## src/rtl/icache_pkg.sv

```systemverilog
// Shared cache definitions: FSM encoding, address field positions and block width.
// Kept separate so a later data cache can reuse the same layout.
package icache_pkg;

    typedef logic [1:0] cache_state_t;

    localparam cache_state_t IDLE     = 2'd0;
    localparam cache_state_t MEM_READ = 2'd1;
    localparam cache_state_t UPDATE   = 2'd2;

    localparam int OFFSET_LSB = 2;
    localparam int INDEX_LSB  = 4;
    localparam int TAG_LSB    = 7;

    localparam int BLOCK_W = 128;

endpackage

```

## src/rtl/icache_ctrl.sv

```systemverilog
// Miss-handling FSM for the instruction cache: request latch, memory handshake,
// fill strobes and saturating hit/miss counters.
module icache_ctrl
    import icache_pkg::*;
#(
    parameter int ADDR_W = 10,
    parameter int CNT_W  = 16,
    parameter int BLK_ADDR_W = ADDR_W - INDEX_LSB
) (
    input  logic                  clk,
    input  logic                  rst_n,
    input  logic                  hit,
    input  logic [ADDR_W-1:0]     pc_addr,
    input  logic                  mem_busywait,
    output logic                  busywait,
    output logic                  mem_read,
    output logic [BLK_ADDR_W-1:0] mem_address,
    output logic                  capture_en,
    output logic                  fill_en,
    output logic [CNT_W-1:0]      hit_count,
    output logic [CNT_W-1:0]      miss_count
);

    cache_state_t          state_reg;
    logic [BLK_ADDR_W-1:0] req_addr_reg;
    logic [ADDR_W-1:0]     pc_prev_reg;
    logic                  counted_reg;
    logic [CNT_W-1:0]      hit_count_reg;
    logic [CNT_W-1:0]      miss_count_reg;

    logic pc_same;
    logic count_hit;

    // A fetch is counted once: the flag survives only while PC stays put.
    assign pc_same   = (pc_addr == pc_prev_reg);
    assign count_hit = (state_reg == IDLE) && hit && !(counted_reg && pc_same);

    assign busywait    = (state_reg == IDLE) ? ~hit : 1'b1;
    assign mem_read    = (state_reg == MEM_READ);
    assign capture_en  = mem_read && !mem_busywait;
    assign fill_en     = (state_reg == UPDATE);
    assign mem_address = req_addr_reg;
    assign hit_count   = hit_count_reg;
    assign miss_count  = miss_count_reg;

    always_ff @(posedge clk or negedge rst_n) begin
        if (!rst_n) begin
            state_reg      <= IDLE;
            req_addr_reg   <= '0;
            pc_prev_reg    <= '0;
            counted_reg    <= 1'b0;
            hit_count_reg  <= '0;
            miss_count_reg <= '0;
        end else begin
            pc_prev_reg <= pc_addr;
            counted_reg <= count_hit ? 1'b1 : (counted_reg && pc_same);
            case (state_reg)
                IDLE: begin
                    if (!hit) begin
                        req_addr_reg <= pc_addr[ADDR_W-1:INDEX_LSB];
                        state_reg    <= MEM_READ;
                        if (miss_count_reg != '1)
                            miss_count_reg <= miss_count_reg + 1'b1;
                    end else if (count_hit && (hit_count_reg != '1)) begin
                        hit_count_reg <= hit_count_reg + 1'b1;
                    end
                end
                MEM_READ: begin
                    if (!mem_busywait)
                        state_reg <= UPDATE;
                end
                UPDATE:  state_reg <= IDLE;
                default: state_reg <= IDLE;
            endcase
        end
    end

endmodule

```

## src/rtl/instruction_cache.sv

```systemverilog
// Direct-mapped read-only instruction cache: tag/valid/data arrays with a
// combinational hit path, miss handling delegated to icache_ctrl.
module instruction_cache
    import icache_pkg::BLOCK_W;
    import icache_pkg::OFFSET_LSB;
    import icache_pkg::INDEX_LSB;
    import icache_pkg::TAG_LSB;
#(
    parameter int BLOCKS          = 8,
    parameter int WORDS_PER_BLOCK = 4,
    parameter int ADDR_W          = 10,
    parameter int TAG_W           = 3,
    parameter int CNT_W           = 16
) (
    input  logic                        CLK,
    input  logic                        RESET,
    input  logic [31:0]                 PC,
    output logic [31:0]                 INSTRUCTION,
    output logic                        BUSYWAIT,
    output logic                        MEM_READ,
    output logic [ADDR_W-INDEX_LSB-1:0] MEM_ADDRESS,
    input  logic [BLOCK_W-1:0]          MEM_READDATA,
    input  logic                        MEM_BUSYWAIT,
    output logic [CNT_W-1:0]            HIT_COUNT,
    output logic [CNT_W-1:0]            MISS_COUNT
);

    localparam int IDX_W      = $clog2(BLOCKS);
    localparam int OFF_W      = $clog2(WORDS_PER_BLOCK);
    localparam int BLK_ADDR_W = ADDR_W - INDEX_LSB;

    logic [ADDR_W-1:0] pc_addr;
    logic [OFF_W-1:0]  pc_offset;
    logic [IDX_W-1:0]  pc_index;
    logic [TAG_W-1:0]  pc_tag;
    logic              unused_pc;

    logic [BLOCKS-1:0]  valid_reg;
    logic [TAG_W-1:0]   tag_array [BLOCKS];
    logic [BLOCK_W-1:0] data_array [BLOCKS];
    logic [BLOCK_W-1:0] fill_data_reg;

    logic                  hit;
    logic                  capture_en;
    logic                  fill_en;
    logic [BLK_ADDR_W-1:0] req_addr;
    logic [IDX_W-1:0]      fill_index;
    logic [TAG_W-1:0]      fill_tag;
    logic [BLOCKS-1:0]     fill_sel;

    assign pc_addr   = PC[ADDR_W-1:0];
    assign unused_pc = ^PC[31:ADDR_W];
    assign pc_offset = pc_addr[INDEX_LSB-1:OFFSET_LSB];
    assign pc_index  = pc_addr[TAG_LSB-1:INDEX_LSB];
    assign pc_tag    = pc_addr[ADDR_W-1:TAG_LSB];

    assign hit         = valid_reg[pc_index] && (tag_array[pc_index] == pc_tag);
    assign INSTRUCTION = hit ? data_array[pc_index][{pc_offset, 5'b0} +: 32] : 32'h0;

    // The fill always targets the latched request, never the live PC.
    assign fill_index  = req_addr[IDX_W-1:0];
    assign fill_tag    = req_addr[BLK_ADDR_W-1:IDX_W];
    assign MEM_ADDRESS = req_addr;

    for (genvar gi = 0; gi < BLOCKS; gi++) begin : g_fill_sel
        assign fill_sel[gi] = fill_en && (fill_index == IDX_W'(gi));
    end

    always_ff @(posedge CLK or negedge RESET) begin
        if (!RESET)
            valid_reg <= '0;
        else
            valid_reg <= valid_reg | fill_sel;
    end

    always_ff @(posedge CLK) begin
        if (capture_en)
            fill_data_reg <= MEM_READDATA;
        if (fill_en) begin
            data_array[fill_index] <= fill_data_reg;
            tag_array[fill_index]  <= fill_tag;
        end
    end

    icache_ctrl #(
        .ADDR_W     (ADDR_W),
        .CNT_W      (CNT_W),
        .BLK_ADDR_W (BLK_ADDR_W)
    ) u_ctrl (
        .clk          (CLK),
        .rst_n        (RESET),
        .hit          (hit),
        .pc_addr      (pc_addr),
        .mem_busywait (MEM_BUSYWAIT),
        .busywait     (BUSYWAIT),
        .mem_read     (MEM_READ),
        .mem_address  (req_addr),
        .capture_en   (capture_en),
        .fill_en      (fill_en),
        .hit_count    (HIT_COUNT),
        .miss_count   (MISS_COUNT)
    );

endmodule
```

## config.mk

```make
export PLATFORM = sky130hd
export DESIGN_NAME = instruction_cache
export DESIGN_NICKNAME = d
export VERILOG_FILES = /design/src/rtl/icache_pkg.sv /design/src/rtl/icache_ctrl.sv /design/src/rtl/instruction_cache.sv
export SDC_FILE = /design/constraint.sdc
export NUM_CORES = 1
export LEC_CHECK = 0
export ABC_AREA = 1
export CAP_MARGIN = 20
export CORE_ASPECT_RATIO = 0.9
export CORE_MARGIN = 2
export CORE_UTILIZATION = 45
export CTS_CLUSTER_DIAMETER = 50
export DETAILED_ROUTE_END_ITERATION = 12
export PLACE_DENSITY_LB_ADDON = 0.25
export REMOVE_ABC_BUFFERS = 1
export SYNTH_ARGS = -nofsm -noshare
export SYNTH_HDL_FRONTEND = slang
export SYNTH_SLANG_ARGS = --single-unit
```

## constraint.sdc

```tcl
create_clock -name CLK -period 17.2 [get_ports CLK]
set_input_delay 1.72 -clock CLK [delete_from_list [all_inputs] [get_ports CLK]]
set_output_delay 1.72 -clock CLK [all_outputs]
set_load 0.05 [all_outputs]
```

==> results.yml, run 1 <==
run_status:
  outcome: "complete, no violations"
global_route:
  grt_use_total_pct: 21.28
  antenna_found_initial: 6
  grt_pass1_vias: 29104
  overflow: 0
  grt_max_degree: 225
  grt_pass1_wl_um: 177000
synth:
  netlist_top_cells_area: "edfxtp_1, nand2_1, nand3_1"
  ys.warnings.count: 0
  syn_area_per_cell_um2: 13.10
  synth_cell_types: 36
  ys_seq_elements: 1235
  synthCells: 3708
  yosysTopAreaCell: "edfxtp_1"
  synth_edf_count: 1176
  synthAdderAreaFrac_pct: 0.05150
  async_reset_ff_share_pct: 4.777
  synth_compound_area_share_pct: 7.259
  synth.cell_area_um2: 48590
  yosysSeqAreaShare_pct: 75.71
  synthSimpleGateAreaFrac_pct: 13.60
  synth.top_cell.area_share_pct: 72.67
  synth-xor-area-share_pct: 0.5768
  synth-main-ff-cell: "edfxtp_1"
  synthMuxAreaShare_pct: 0
  synth_top_family_by_area: "simple AND/OR/NAND/NOR gates"
critical_path:
  criticalPathCategory: "input pin to primary output"
  critPathLaunch: "PC[5]"
  crit_chain: "buf_8, inv_8, buf_4, buf_4, a21oi_1, a22oi_1, nand2_1, nand3_1, nand3_1, a21oi_2, clkdlybuf4s50_1"
  max_stage_delay_ps: 860
  cp-end-kind: "primary output"
  cp-start-kind: "input pin"
  required_ps: 15480
  slowest_stage: "buf_4"
  cp_max_fo: 74
  cp.arrival_ps: 6070
  r2r_start: "u_ctrl.state_reg[0]"
die:
  io_pins: 235
  die_w_um: 350.4
  core-area_um2: 107300
  rows: 114
  die-area_um2: 110600
  fp.dieH_um: 315.7
  start_util_pct: 45.30
clock_tree:
  postCtsHoldBufs: 0
  clkTransAtPathRegs_ps: 50
  ctsRootBufferMaster: "clkbuf_16"
  cts_made_buffers: 134
  htree_levels: 4
  clk_latency_ps: 740
  cts_resized: 0
  post-cts-setup-buffers: 0
  cts_tree: "built"
  numClockSinks: 1235
  max-clock-path-buffers: 3
cells_and_area:
  layout-drive-gt1-share_pct: 7.659
  area_delta_synth_final_pct: 15.49
  multi_input_area_um2: 10510
  fin_nets: 4030
  seq_area_um2: 36790
  fin_util_pct: 52.32
  stdcell_count: 5420
  largest_reg_flops: 1024
  fillerInstances: 9007
route:
  remaining_drc_errors: 0
  drtAntennaViolNets: 0
  first_pass_iters: 6
  post_drt_via_cell_ratio: 5.521
  vias: 29924
  routed_wl_um: 118300
  drtIter0Drc: 2629
  post_drt_wl_per_cell_um: 21.82
place:
  gp_congestion: 0.7780
  port_buffers: 212
  hpwlAfterDp_um: 56320
  dp_slack_ps: 9387
  dp_cells: 5178
timing:
  finalHoldWorstSlack_ps: 467.9
  slew_headroom_pct: 28.57
  rsz0062_at_grt: "no"
  worst_pin_slew_ps: 1071
  skew_ps: 31.26
  slew_violations: 0
  finalCriticalPeriod_ps: 7786
  worst_slack_ps: 9414
  finalHoldViolCount: 0
  clock.fmax_ghz: 0.1284
  fin_tns_setup_ps: 0
  setup_viol: 0
  timing.final.crit_share_pct: 45.26
flow_run:
  maxCapViolCount: 0
power:
  peakVddDrop_mv: 0.08707
  power.leakage_nw: 19.37
  powerDensity_nw_per_um2: 128.1
worst_hold_path:
  hold_path.class: "register to register"
  worstHoldStart: "valid_reg[6]"
==> synthesized netlist by cell type (9+ instances only) <==
| cell type | count |
|---|---|
| buf_6 | 9 |
| xnor2_1 | 14 |
| or2_2 | 9 |
| nand4_1 | 36 |
| clkbuf_1 | 84 |
| edfxtp_1 | 1176 |
| buf_1 | 13 |
| xor2_1 | 18 |
| buf_2 | 127 |
| nand3_1 | 449 |
| a21oi_2 | 20 |
| inv_1 | 50 |
| nor2_1 | 55 |
| o21ai_0 | 19 |
| dfrtp_1 | 59 |
| a21oi_1 | 361 |
| a22oi_1 | 175 |
| nand2_1 | 976 |
==> layout make-up <==
class,count,share of cell area (%)
Multi-Input combinational cell,2177,18.73
Clock inverter,72,1.043
Tap cell,1450,3.233
Timing Repair Buffer,260,4.568
Antenna cell,1,0.004459
Clock buffer,168,6.446
Sequential cell,1235,65.56
Inverter,57,0.4192
==> cell families (layout without fill, tap and decap cells) <==
| group | Yosys count | count (layout) |
|---|---|---|
| fa+ha+maj | 2 | 2 |
| flops | 1235 | 1235 |
| buf+inv | 296 | 557 |
| xor+xnor | 32 | 32 |
| simple gates | 1550 | 1550 |
| other cells | 0 | 1 |
| compound gates | 593 | 593 |
==> per-stage QoR <==
| stage | instance area [um2] | total power, mW |
|---|---|---|
| detailed placement | 51890 | 4.524 |
| CTS | 56090 | 7.257 |
| finish | 56120 | 7.190 |
| global route | 56120 | 7.455 |
| floorplan | 47450 | 4.209 |
| global placement | 51890 | 4.512 |
==> cell usage in the layout, fill, tap and decap left out, types with 6 or more instances in the layout <==
| cell | n |
|---|---|
| clkbuf_1 | 26 |
| buf_4 | 43 |
| a22oi_1 | 175 |
| nor2_1 | 46 |
| nor2_4 | 12 |
| clkbuf_16 | 139 |
| dfrtp_1 | 59 |
| inv_6 | 8 |
| clkdlybuf4s50_1 | 206 |
| edfxtp_1 | 1176 |
| nand3_1 | 449 |
| xor2_1 | 18 |
| nand2_1 | 976 |
| inv_1 | 50 |
| o21ai_0 | 19 |
| clkinv_2 | 18 |
| o21ai_1 | 6 |
| nand4_1 | 36 |
| nor3_1 | 7 |
| bufinv_16 | 6 |
| a21oi_1 | 361 |
| xnor2_1 | 14 |
| or2_2 | 9 |
| clkinv_1 | 27 |
| nand3_2 | 7 |
| o221ai_1 | 7 |
| a21oi_2 | 20 |
==> routing by layer <==
metal / GRT usage (%) / part of all wire (%)
met3: 3.883 / 7.0
met5: 0 / 0.019
met2: 33.96 / 46
met4: 7.091 / 2.5
met1: 29.68 / 44
==> final timing paths <==
check / slack [ps] / depth (start not counted) / endpoint
setup / recovery: 9410 / 11 / INSTRUCTION[3]
hold / removal: 470 / 1 / valid_reg[6]
setup reg to reg: 13440 / 6 / data_array[2][22]
hold reg to reg: 470 / 1 / valid_reg[6]
max in group asynchronous: 15520 / 2 / u_ctrl.mem_address[0]
min in group asynchronous: 1170 / 2 / u_ctrl.hit_count[9]
==> worst max-delay path: cells and delay by family <==
kind,cells,cell delay [ps]
AO/OA/AOI/OAI,3,570
buffers and inverters,5,3280
AND/OR/NAND/NOR,3,320
==> power by group <==
part	switching (mW)	internal, mW	total, mW
registers	0.155	3.63	3.79
logic	0.486	0.182	0.668
clock network	1.15	1.59	2.74
Note: power is estimated with default switching activity, not from simulation.
==> run 2: changes to the inputs <==
==> constraint.sdc (replaced) <==
create_clock -name CLK -period 8.03 [get_ports CLK]
set_input_delay 0.803 -clock CLK [delete_from_list [all_inputs] [get_ports CLK]]
set_output_delay 0.803 -clock CLK [all_outputs]
set_load 0.05 [all_outputs]
==> results.yml, run 2 (synthesis results as in run 1) <==
run_status:
  outcome: "complete, no violations"
timing:
  skew_ps: 24.18
  slew_violations: 0
  finalHoldWorstSlack_ps: 244.5
  slew_headroom_pct: 26.89
  clock.fmax_ghz: 0.1662
  fin_tns_setup_ps: 0
  setup_viol: 0
  worst_pin_slew_ps: 1097
  finalHoldViolCount: 0
  timing.final.crit_share_pct: 74.94
  worst_slack_ps: 2013
  rsz0062_at_grt: "no"
  finalCriticalPeriod_ps: 6017
critical_path:
  criticalPathCategory: "input pin to primary output"
  critPathLaunch: "PC[4]"
  r2r_start: "u_ctrl.state_reg[0]"
  required_ps: 7230
  cp.arrival_ps: 5210
  cp-start-kind: "input pin"
  cp-end-kind: "primary output"
  cp_max_fo: 167
clock_tree:
  cts_made_buffers: 132
  clkTransAtPathRegs_ps: 50
  clk_latency_ps: 730
  cts_tree: "built"
  postCtsHoldBufs: 0
  max-clock-path-buffers: 3
  numClockSinks: 1235
  post-cts-setup-buffers: 0
  htree_levels: 4
  ctsRootBufferMaster: "clkbuf_16"
  cts_resized: 0
power:
  peakVddDrop_mv: 0.1980
  powerDensity_nw_per_um2: 276.7
  power.leakage_nw: 19.39
die:
  start_util_pct: 45.30
  io_pins: 235
  core-area_um2: 107300
  fp.dieH_um: 315.7
  die-area_um2: 110600
  rows: 114
  die_w_um: 350.4
global_route:
  grt_pass1_wl_um: 177400
  grt_max_degree: 171
  use_met3_pct: 3.642
  antenna_found_initial: 4
  grt_use_total_pct: 21.27
  grt_pass1_vias: 28926
  busiest_layer: "met2"
  grt_use_met2_pct: 34.86
  met1_usage_pct: 29.13
  overflow: 0
cells_and_area:
  layout-drive-gt1-share_pct: 7.667
  fillerInstances: 9062
  final_cell_mix: "edfxtp_1, nand2_1, nand3_1"
  area_delta_synth_final_pct: 15.61
  fin_nets: 4025
  largest_reg_flops: 1024
  final_common_cell: "edfxtp_1"
  stdcell_count: 5416
route:
  first_pass_iters: 5
  drtIter0Drc: 2603
  post_drt_wl_per_cell_um: 21.74
  remaining_drc_errors: 0
  vias: 29773
  drtAntennaViolNets: 0
  post_drt_via_cell_ratio: 5.497
  routed_wl_um: 117700
place:
  gp_congestion: 0.7744
  dp_slack_ps: 1979
  dp_cells: 5176
  hpwlAfterDp_um: 55790
  port_buffers: 212
flow_run:
  maxCapViolCount: 0
worst_hold_path:
  hold_path.class: "input pin to async pin"
==> run 2: critical path, cell delays in order <==
cell and delay (ps):
buf_8 220, inv_8 760, buf_4 790, buf_4 680, a21oi_1 140, a22oi_1 190
nand2_1 70, nand3_1 100, nand3_1 110, a21oi_1 340, clkdlybuf4s50_1 870
==> run 2: worst paths after layout <==
check,cells past startpoint,slack [ps],end
worst max-delay path,11,2010,INSTRUCTION[31]
worst min-delay path,2,240,u_ctrl.hit_count[10]
worst max register to register,4,5040,data_array[4][0]
worst min register to register,1,470,valid_reg[7]
max in group asynchronous,2,7210,u_ctrl.hit_count[6]
min in group CLK,1,470,valid_reg[7]
==> run 2: area by class of cell <==
cell class / count / area (um2) / share of cell area [%]
diodes: 1 / 2.502 / 0.004454
repair buffers: 257 / 2534 / 4.510
well taps: 1450 / 1814 / 3.229
multi-input cells: 2177 / 10510 / 18.71
clock buffers: 169 / 3548 / 6.316
clock inverters: 70 / 744.5 / 1.325
inverters: 57 / 235.2 / 0.4187
flip-flops and latches: 1235 / 36790 / 65.49
==> run 2: per-layer routing <==
metal	part of all wire (%)	wire, um
met5	0.011	13
met4	2.2	2645
met3	6.8	7970
met2	48	56640
met1	43	50460
==> run 2: power breakdown <==
group / total, mW / switching, mW / internal (mW)
Combinational: 1.43 / 1.04 / 0.389
Clock: 6.01 / 2.47 / 3.54
Sequential: 8.11 / 0.337 / 7.78
==> run 2: stage by stage <==
step | instance area [um2] | util [%] | total power, mW
2_1_floorplan | 47450 | - | 9.016
3_3_place_gp | 51880 | 48.37 | 9.663
3_5_place_dp | 51880 | 48.37 | 9.695
4_1_cts | 56180 | 52.37 | 15.70
5_1_grt | 56180 | 52.38 | 16.12
6_report | 56180 | 52.38 | 15.55
